<file path="config.mk">
export PLATFORM = sky130hd
export DESIGN_NAME = fp_normalizer_pipe_flat
export DESIGN_NICKNAME = d
export VERILOG_FILES = /design/src/rtl/fp_normalizer_pipe_if.sv /design/src/rtl/fp_normalizer_pipe.sv /design/src/flat_wrapper.sv
export SDC_FILE = /design/constraint.sdc
export NUM_CORES = 1
export LEC_CHECK = 0
export CAP_MARGIN = 20
export CORE_ASPECT_RATIO = 1.1
export CORE_MARGIN = 2
export CORE_UTILIZATION = 58
export DETAILED_ROUTE_END_ITERATION = 10
export DONT_BUFFER_PORTS = 1
export PLACE_DENSITY = 0.76
export SLEW_MARGIN = 5
export SYNTH_ARGS = -nofsm -noshare
export SYNTH_HDL_FRONTEND = slang
export SYNTH_SLANG_ARGS = --single-unit
export TNS_END_PERCENT = 10
</file>
<file path="constraint.sdc">
create_clock -name clock -period 3.5 [get_ports clock]
set_input_delay 0.7 -clock clock [delete_from_list [all_inputs] [get_ports clock]]
set_output_delay 0.7 -clock clock [all_outputs]
set_load 0.02 [all_outputs]
</file>
<file path="src/rtl/fp_normalizer_pipe_if.sv">
// Handshake bundle for fp_normalizer_pipe.
// Input beat and output result share one interface.
interface fp_normalizer_pipe_if #(
  parameter int EXP_W = 8,
  parameter int IN_W  = 22,
  parameter int OUT_W = 24
);
  logic             in_valid;
  logic             in_ready;
  logic [EXP_W-1:0] in_ex;
  logic [IN_W-1:0]  in_sig;
  logic             out_valid;
  logic             out_ready;
  logic [EXP_W-1:0] out_ex;
  logic [OUT_W-1:0] out_sig;
  logic             out_zero;
  logic             out_ovf;
  logic             out_unf;

  modport master (
    output in_valid, in_ex, in_sig, out_ready,
    input  in_ready, out_valid, out_ex, out_sig,
    input  out_zero, out_ovf, out_unf
  );

  modport slave (
    input  in_valid, in_ex, in_sig, out_ready,
    output in_ready, out_valid, out_ex, out_sig,
    output out_zero, out_ovf, out_unf
  );
endinterface

</file>
<file path="src/rtl/fp_normalizer_pipe.sv">
// Two-stage significand normalizer: leading-one detect,
// left-justify, exponent adjust, optional RNE, flags.
module fp_normalizer_pipe #(
  parameter int EXP_W    = 8,
  parameter int IN_W     = 22,
  parameter int OUT_W    = 24,
  parameter int BIAS_ADJ = 20,
  parameter int ROUND_EN = 1
) (
  input logic clock,
  input logic resetn,
  fp_normalizer_pipe_if.slave bus
);
  localparam int PW = (IN_W > 1) ? $clog2(IN_W) : 1;
  localparam int EW = EXP_W + 2;
  localparam logic signed [EW-1:0] EMAX =
    EW'((1 << EXP_W) - 1);

  logic             s1_valid;
  logic [EXP_W-1:0] s1_ex;
  logic [IN_W-1:0]  s1_sig;
  logic [PW-1:0]    s1_pos;
  logic             s1_zero;

  logic s1_adv;
  logic s2_adv;
  logic [PW-1:0] pos;

  assign s2_adv = !bus.out_valid || bus.out_ready;
  assign s1_adv = !s1_valid || s2_adv;
  assign bus.in_ready = s1_adv;

  always_comb begin
    pos = '0;
    for (int i = 0; i < IN_W; i++) begin
      if (bus.in_sig[i]) pos = PW'(i);
    end
  end

  always_ff @(posedge clock or negedge resetn) begin
    if (!resetn) begin
      s1_valid <= 1'b0;
      s1_ex    <= '0;
      s1_sig   <= '0;
      s1_pos   <= '0;
      s1_zero  <= 1'b0;
    end else if (s1_adv) begin
      s1_valid <= bus.in_valid;
      if (bus.in_valid) begin
        s1_ex   <= bus.in_ex;
        s1_sig  <= bus.in_sig;
        s1_pos  <= pos;
        s1_zero <= ~|bus.in_sig;
      end
    end
  end

  logic [IN_W-1:0]         n;
  logic signed [EW-1:0]    e_raw;
  logic signed [EW-1:0]    e_fin;
  logic [OUT_W-1:0]        frac;
  logic                    carry;

  assign n = s1_sig << (PW'(IN_W - 1) - s1_pos);
  assign e_raw = $signed({2'b00, s1_ex})
               + $signed(EW'(s1_pos))
               - $signed(EW'(BIAS_ADJ));
  assign e_fin = e_raw
               + $signed({{(EW-1){1'b0}}, carry});

  generate
    if (OUT_W >= IN_W) begin : g_pad
      assign frac  = OUT_W'(n) << (OUT_W - IN_W);
      assign carry = 1'b0;
    end else begin : g_rnd
      localparam int RW = IN_W - OUT_W;
      logic [OUT_W-1:0] top;
      logic [RW-1:0]    rest;
      logic [RW-1:0]    low;
      logic             guard;
      logic             sticky;
      logic             up;
      logic [OUT_W:0]   sum;

      assign top    = n[IN_W-1 -: OUT_W];
      assign rest   = n[RW-1:0];
      // Dropping the guard bit leaves only sticky bits.
      assign low    = rest << 1;
      assign guard  = rest[RW-1];
      assign sticky = |low;
      assign up     = (ROUND_EN != 0) && guard
                    && (sticky || top[0]);
      assign sum    = {1'b0, top} + (OUT_W+1)'(up);
      assign carry  = sum[OUT_W];
      assign frac   = carry
                    ? (OUT_W'(1) << (OUT_W - 1))
                    : sum[OUT_W-1:0];
    end
  endgenerate

  logic [EXP_W-1:0] nx_ex;
  logic [OUT_W-1:0] nx_sig;
  logic             nx_zero;
  logic             nx_ovf;
  logic             nx_unf;

  always_comb begin
    nx_ex   = e_fin[EXP_W-1:0];
    nx_sig  = frac;
    nx_zero = 1'b0;
    nx_ovf  = 1'b0;
    nx_unf  = 1'b0;
    if (s1_zero) begin
      nx_ex   = '0;
      nx_sig  = '0;
      nx_zero = 1'b1;
    end else if (e_fin <= 0) begin
      nx_ex  = '0;
      nx_sig = '0;
      nx_unf = 1'b1;
    end else if (e_fin >= EMAX) begin
      nx_ex  = '1;
      nx_sig = '0;
      nx_ovf = 1'b1;
    end
  end

  always_ff @(posedge clock or negedge resetn) begin
    if (!resetn) begin
      bus.out_valid <= 1'b0;
      bus.out_ex    <= '0;
      bus.out_sig   <= '0;
      bus.out_zero  <= 1'b0;
      bus.out_ovf   <= 1'b0;
      bus.out_unf   <= 1'b0;
    end else if (s2_adv) begin
      bus.out_valid <= s1_valid;
      if (s1_valid) begin
        bus.out_ex   <= nx_ex;
        bus.out_sig  <= nx_sig;
        bus.out_zero <= nx_zero;
        bus.out_ovf  <= nx_ovf;
        bus.out_unf  <= nx_unf;
      end
    end
  end
endmodule
</file>
<file path="src/flat_wrapper.sv">
// flat-port wrapper written by rule: the top's interface ports become plain ports
module fp_normalizer_pipe_flat 
#(
  parameter int EXP_W    = 8,
  parameter int IN_W     = 22,
  parameter int OUT_W    = 24,
  parameter int BIAS_ADJ = 20,
  parameter int ROUND_EN = 1
)
  (clock, resetn, bus_in_valid, bus_in_ex, bus_in_sig, bus_out_ready, bus_in_ready, bus_out_valid, bus_out_ex, bus_out_sig, bus_out_zero, bus_out_ovf, bus_out_unf);
  fp_normalizer_pipe_if #(.EXP_W(EXP_W), .IN_W(IN_W), .OUT_W(OUT_W)) bus_i ();
  input logic clock;
  input logic resetn;
  input wire logic [$bits(bus_i.in_valid)-1:0] bus_in_valid;
  input wire logic [$bits(bus_i.in_ex)-1:0] bus_in_ex;
  input wire logic [$bits(bus_i.in_sig)-1:0] bus_in_sig;
  input wire logic [$bits(bus_i.out_ready)-1:0] bus_out_ready;
  output wire logic [$bits(bus_i.in_ready)-1:0] bus_in_ready;
  output wire logic [$bits(bus_i.out_valid)-1:0] bus_out_valid;
  output wire logic [$bits(bus_i.out_ex)-1:0] bus_out_ex;
  output wire logic [$bits(bus_i.out_sig)-1:0] bus_out_sig;
  output wire logic [$bits(bus_i.out_zero)-1:0] bus_out_zero;
  output wire logic [$bits(bus_i.out_ovf)-1:0] bus_out_ovf;
  output wire logic [$bits(bus_i.out_unf)-1:0] bus_out_unf;
  assign bus_i.in_valid = bus_in_valid;
  assign bus_i.in_ex = bus_in_ex;
  assign bus_i.in_sig = bus_in_sig;
  assign bus_i.out_ready = bus_out_ready;
  assign bus_in_ready = bus_i.in_ready;
  assign bus_out_valid = bus_i.out_valid;
  assign bus_out_ex = bus_i.out_ex;
  assign bus_out_sig = bus_i.out_sig;
  assign bus_out_zero = bus_i.out_zero;
  assign bus_out_ovf = bus_i.out_ovf;
  assign bus_out_unf = bus_i.out_unf;
  fp_normalizer_pipe #(.EXP_W(EXP_W), .IN_W(IN_W), .OUT_W(OUT_W), .BIAS_ADJ(BIAS_ADJ), .ROUND_EN(ROUND_EN)) u_core (.clock(clock), .resetn(resetn), .bus(bus_i));
endmodule
</file>
; ---- Yosys cells after proc, flatten, opt, wreduce, memory -nomap -nowiden
; Cells that the tools add are included.
; W data, S select, Z words.
[totals]
input_bits = 34
regBits = 73
[op_classes]
n_lt_le_gt_ge = 2
mux = 33
n_reduce_logical = 8
shifts = 1
add_sub_neg = 3
[ops]
columns = cell, count
row1 = $mux W5, 20
row2 = $mux W24, 3
row3 = $mux W8, 3
row4 = $reduce_or A22 Y1, 1
row5 = $shl A22 B5 Y22, 1
row6 = $ge A10 B9 Y1 const B, 1
row7 = $le A10 B1 Y1 const B, 1
row8 = $sub A9 B5 Y10 const B, 1
row9 = $add A8 B5 Y9, 1
row10 = $mux W1, 7
row11 = $sub A5 B5 Y5 const A, 1
row12 = $reduce_and A2 Y1, 2
row13 = $logic_not A1 Y1, 3
row14 = $logic_or A1 B1 Y1, 2

; ---- Depth between registers and ports, before layout
[depth]
ltp_word = 21
ltp_mapped = 12
depth_no_buf = 11

; ---- Worst setup path before layout
; Ideal clock, no wire load.
[synth_timing]
path_kind = register -> register
from = register u_core.s1_pos[1]
to = register u_core.bus.out_sig[16]
synth_period_minus_slack_ps = 3292
slack_ps = 208
arrival_time_ps = 3171
path_buffers = 1
required_time_ps = 3378
path_stages_with_launch = 12
setup_ps = 122
path_cell_list = dfrtp_1 -> ha_1 -> ha_1 -> fa_1 -> a211o_1 -> a2111oi_2 -> and4b_4 -> nor4_1 -> nor4_4 -> and2_1 -> buf_6 -> a32o_1
[synth_between]
elab_chain_cells = 6
elab_cells_between_ends = 9
classes_between = add/sub (3) / order compare (2) / shift (1) / mux (3)
[synth_rtl]
columns = item, line_no
row1 = from (decl), fp_normalizer_pipe.sv:22  ; logic [PW-1:0] s1_pos;
row2 = from (signal assigned), fp_normalizer_pipe.sv:52  ; s1_pos <= pos;
row3 = $add A8 B5 Y9, fp_normalizer_pipe.sv:66  ; + $signed(EW'(s1_pos))
row4 = $sub A9 B5 Y10, fp_normalizer_pipe.sv:67  ; - $signed(EW'(BIAS_ADJ));
row5 = $ge A10 B9 Y1, fp_normalizer_pipe.sv:121  ; end else if (e_fin >= EMAX) begin
row6 = $mux W24, fp_normalizer_pipe.sv:121
row7 = $mux W24 (*), fp_normalizer_pipe.sv:117  ; end else if (e_fin <= 0) begin
row8 = $mux W24 (*), fp_normalizer_pipe.sv:113  ; if (s1_zero) begin
row9 = to (signal assigned), fp_normalizer_pipe.sv:140  ; bus.out_sig <= nx_sig;
row10 = to (decl), fp_normalizer_pipe_if.sv:28  ; output in_ready, out_valid, out_ex, out_sig,
; Mark *: on every way between the ends. The rest lies on a longest branch, timed or not.
; A chain may end at the register's enable or synchronous reset.

; ---- Worst setup path in the final report
[layout_timing]
from = register u_core.s1_pos[1]
to = register u_core.bus.out_sig[4]
; The elaborated chain is that of the path after synthesis.

==> reports/qor.txt <==
CRITICAL PATH
---------------------------------------------------------------------------------
Most repeated library cell on the critical path ....................         ha_1
Worst Path Class, Setup ............................................   reg -> reg
Delay of the slowest critical-path stage ...........................      0.41 ns
FF-to-FF path depth ................................................           10
Endpoint required time on the critical path ........................      3.79 ns
Slowest-stage cell, CP .............................................         fa_1
Arrival time reported for the critical path endpoint ...............      3.62 ns
Setup crit start kind ..............................................     register
Worst setup EP type ................................................     register
Worst R2R Setup Slack ..............................................      0.17 ns
Cell chain of the critical path .................................... ha_1, ha_1, fa_1, a211o_1, a2111oi_2, and4b_4, and4_4, nor4_4, and2_1, a32o_1
Crit Path Max Fanout ...............................................           10

SYNTH
---------------------------------------------------------------------------------
Post-synthesis instance area ....................................... 0.00437 sq mm
Share of synthesized flip-flops with an asynchronous set or reset ..         100%
Yosys cell types ...................................................           55
Synthesized area per cell ..........................................   9.57 sq um
Count of state elements after synthesis ............................           71
Number of synthesized flops with an enable pin .....................            0
Count of synthesis-stage warnings from yosys .......................            0
Share of synthesized area occupied by flip-flops and latches .......        40.6%
Cell count after synthesis .........................................          457
Leading register cell type out of synthesis ........................      dfrtp_1

POWER
---------------------------------------------------------------------------------
Worst vdd rail ir drop .............................................       259 uV
Portion of total power attributed to the clock network .............        22.3%
Reported leakage power .............................................      2.02 nW
Power density of the placed cells ..................................  625 mW/mm^2
Internal Dissipation ...............................................      1.76 mW
Part of the power in registers .....................................        44.3%
Comb power frac ....................................................        33.5%
Sw Ratio ...........................................................        38.6%
Sw power ...........................................................      1.11 mW

CELLS AND AREA
---------------------------------------------------------------------------------
Fraction of final layout cells with drive strength greater than 1 ..        13.1%
Area Growth Syn to Fin .............................................        4.75%
Final net count ....................................................          502
Diode count ........................................................            0
Total area of multi-input combinational cells ...................... 0.00237 sq mm
Storage element area ............................................... 0.00178 sq mm
Fill cell instance count of the final layout .......................          614
Post-route non-filler standard cell count ..........................          544

GRT
---------------------------------------------------------------------------------
Met2 global-route usage ............................................        33.5%
Initial antenna violation count ....................................            0
Met1 capacity usage during global routing ..........................        32.6%
Vias in the first global route .....................................         3206
Most used routing layer ............................................         met2
Total gr overflow ..................................................            0
Global-route wire length before repair .............................      15.3 mm
Global routing met3 resource utilization ...........................        7.45%
Largest net degree at the start of global routing ..................           72
Combined global-route utilization of all metal layers ..............        23.2%

DIE
---------------------------------------------------------------------------------
Starting Density ...................................................        59.2%
Die span in x ......................................................      86.8 um
Placeable Area ..................................................... 0.00739 sq mm
Num ports ..........................................................           71
Number of standard-cell rows in the floorplan ......................           33
Area of the die .................................................... 0.00825 sq mm
Die boundary height ................................................      95.1 um

CLOCKING
---------------------------------------------------------------------------------
CTS HTree Levels ...................................................            3
Number of clock sinks ..............................................           71
Post-CTS setup buffer count ........................................            0
Clock Latency Late Sink ............................................      0.35 ns
Root Driver ........................................................     clkbuf_8
Maximum buffer depth of the clock tree .............................            2
Clock slew seen by the registers of the worst setup and hold paths .      0.08 ns
Number of cells upsized or downsized after cts .....................            0
Hold buffer count at cts ...........................................            0
Number of buffers created by CTS ...................................            9
Clock tree from TritonCTS ..........................................         done

STA
---------------------------------------------------------------------------------
Worst-case clock skew ..............................................    0.0107 ns
Actual transition at the worst max-transition pin ..................     0.854 ns
Number of failing hold endpoints at the final stage ................            0
Worst max-slew margin expressed relative to the limit ..............        42.6%
Total setup violations reported at the end of the flow .............            0
Max Clk Rate .......................................................      300 MHz
Final period demand of the worst path ..............................      3.33 ns
Setup repair after global routing missed its margin ................           no
Final TNS setup ....................................................         0 ns
Final Max Tran Viols ...............................................            0
Period utilisation layout ..........................................        95.3%

PLACEMENT
---------------------------------------------------------------------------------
Detailed placer's ending HPWL ......................................      6.89 mm
Port Buffers .......................................................            0
Routability cong. ..................................................        0.881
Placed cell count ..................................................          528

ROUTE
---------------------------------------------------------------------------------
Via density per instance ...........................................         6.11
Routed wirelength normalized by instance count .....................      16.8 um
Pre-antenna DRT Iters ..............................................            4
Total via count in the routed design ...............................         3326
Remaining routing DRC violations ...................................            0
Detailed-route wire length .........................................      9.13 mm
Antenna-violating nets left ........................................            0
Number of DRC violations after detailed-routing iteration 0 ........          136

STATUS
---------------------------------------------------------------------------------
Outcome ............................................................    completed

FLOW RUN
---------------------------------------------------------------------------------
Max_cap viols ......................................................            0

MIN PATH
---------------------------------------------------------------------------------
Worst min path class ...............................................  in -> async

[per-stage QoR]
step                cell area (sq um)  hold slack [ns]  worst slack [ns]  power (mW)  utilization (%)
floorplan                        4380            0.404             0.208        2.03                -
global placement                 4390            0.406             0.235        2.21             59.4
detailed placement               4390            0.406             0.148        2.24             59.4
global route                     4580           0.0252           0.00868        3.05             62.0
CTS                              4580           0.0333             0.154        2.87             62.0
finish                           4580           0.0431             0.165        2.86             62.0
[metal layers]
metal | vias up | wire, um
met1 | 1561 | 4380
met3 | 17 | 596
met5 | - | 0
met2 | 104 | 3990
met4 | 0 | 165
li1 | 1644 | -
[worst max-delay path, delay by kind of cell, from the launching register on]
family / cells / cell delay [ns]
AND/OR/NAND/NOR: 4 / 1.10
adder cells (fa/ha/maj): 3 / 0.95
AO/OA/AOI/OAI: 3 / 0.85
flip-flops: 1 / 0.38
[path summary, 6_finish.rpt]
| kind | startpoint | to |
|---|---|---|
| max | u_core.s1_pos[1] | u_core.bus.out_sig[4] |
| min | resetn | u_core.bus.out_sig[19] |
| max reg2reg | u_core.s1_pos[1] | u_core.bus.out_sig[4] |
| min reg2reg | u_core.s1_sig[20] | u_core.s1_sig[20] |
| max in group asynchronous | resetn | u_core.s1_sig[2] |
| min in group clock | bus_in_valid | u_core.s1_valid |
[cells in the final DEF (no fill, tap or decap), drive strengths merged, types with 4 or more instances in the layout]
| cell | count |
|---|---|
| nand2b | 5 |
| and2 | 6 |
| inv | 19 |
| nor4 | 6 |
| a211o | 4 |
| dfrtp | 71 |
| a32o | 4 |
| mux2 | 27 |
| o211ai | 5 |
| o21ai | 43 |
| a21oi | 24 |
| xnor2 | 4 |
| nand2 | 60 |
| nor3 | 5 |
| o21bai | 5 |
| nand3 | 5 |
| nand4 | 4 |
| a211oi | 7 |
| clkbuf | 12 |
| buf | 9 |
| nor2 | 31 |
| ha | 15 |
| mux2i | 24 |
| a22o | 22 |
[final cells by class]
cell class / count / area share (%)
multi-input combinational: 342 / 51.7
sequential: 71 / 38.8
clock buffer: 12 / 3.17
tap: 87 / 2.38
inverter: 19 / 1.56
timing repair buffer: 9 / 1.47
clock inverter: 4 / 0.983
[logic make-up after synthesis]
family                   count (synthesis)  share of synthesized area [%]
other                                    1                         0.0857
XOR/XNOR                                 7                           1.40
AND/OR/NAND/NOR                        135                           14.7
buffers and inverters                   45                           5.35
adder cells (fa/ha/maj)                 16                           4.75
flip-flops                              71                           40.6
multiplexers                            53                           13.5
AO/OA/AOI/OAI                          129                           19.6
[registers in the layout (all words and copies together) (netlist names), 5 cells and up]
name / cells
u_core.s1_ex: 8
u_core.bus.out_sig: 22
u_core.s1_sig: 22
u_core.bus.out_ex: 8
u_core.s1_pos: 5
[power groups by stage]
stage	combinational, mW	sequential, mW	clock (mW)
6_report	0.958	1.27	0.638
5_1_grt	1.07	1.30	0.684
2_1_floorplan	0.786	1.25	0
4_1_cts	0.952	1.27	0.645
3_3_place_gp	0.926	1.28	0
3_5_place_dp	0.947	1.29	0
[Yosys cell counts, types with 3 or more instances]
cell	instances	area share, %
a32o_1	4	0.92
dfrtp_1	71	41
nand2_1	59	5.1
nand4_1	4	0.57
inv_1	19	1.6
o21bai_1	5	0.86
a21oi_1	24	2.7
nand2b_1	5	0.72
ha_1	15	4.3
xor2_1	3	0.60
nor4_1	5	0.72
a211o_1	4	0.80
mux2_2	27	7.0
buf_4	3	0.51
mux2i_1	24	5.5
o21ai_0	43	4.9
o31ai_1	3	0.51
o211ai_1	5	0.86
a211oi_1	7	1.2
xnor2_1	4	0.80
clkbuf_1	13	1.1
and2_1	6	0.86
clkbuf_8	3	0.94
nor2_1	31	2.7
a22o_1	21	4.2
nor3_1	5	0.57
nand3_1	5	0.57
Note: power is estimated with default switching activity, not from simulation.
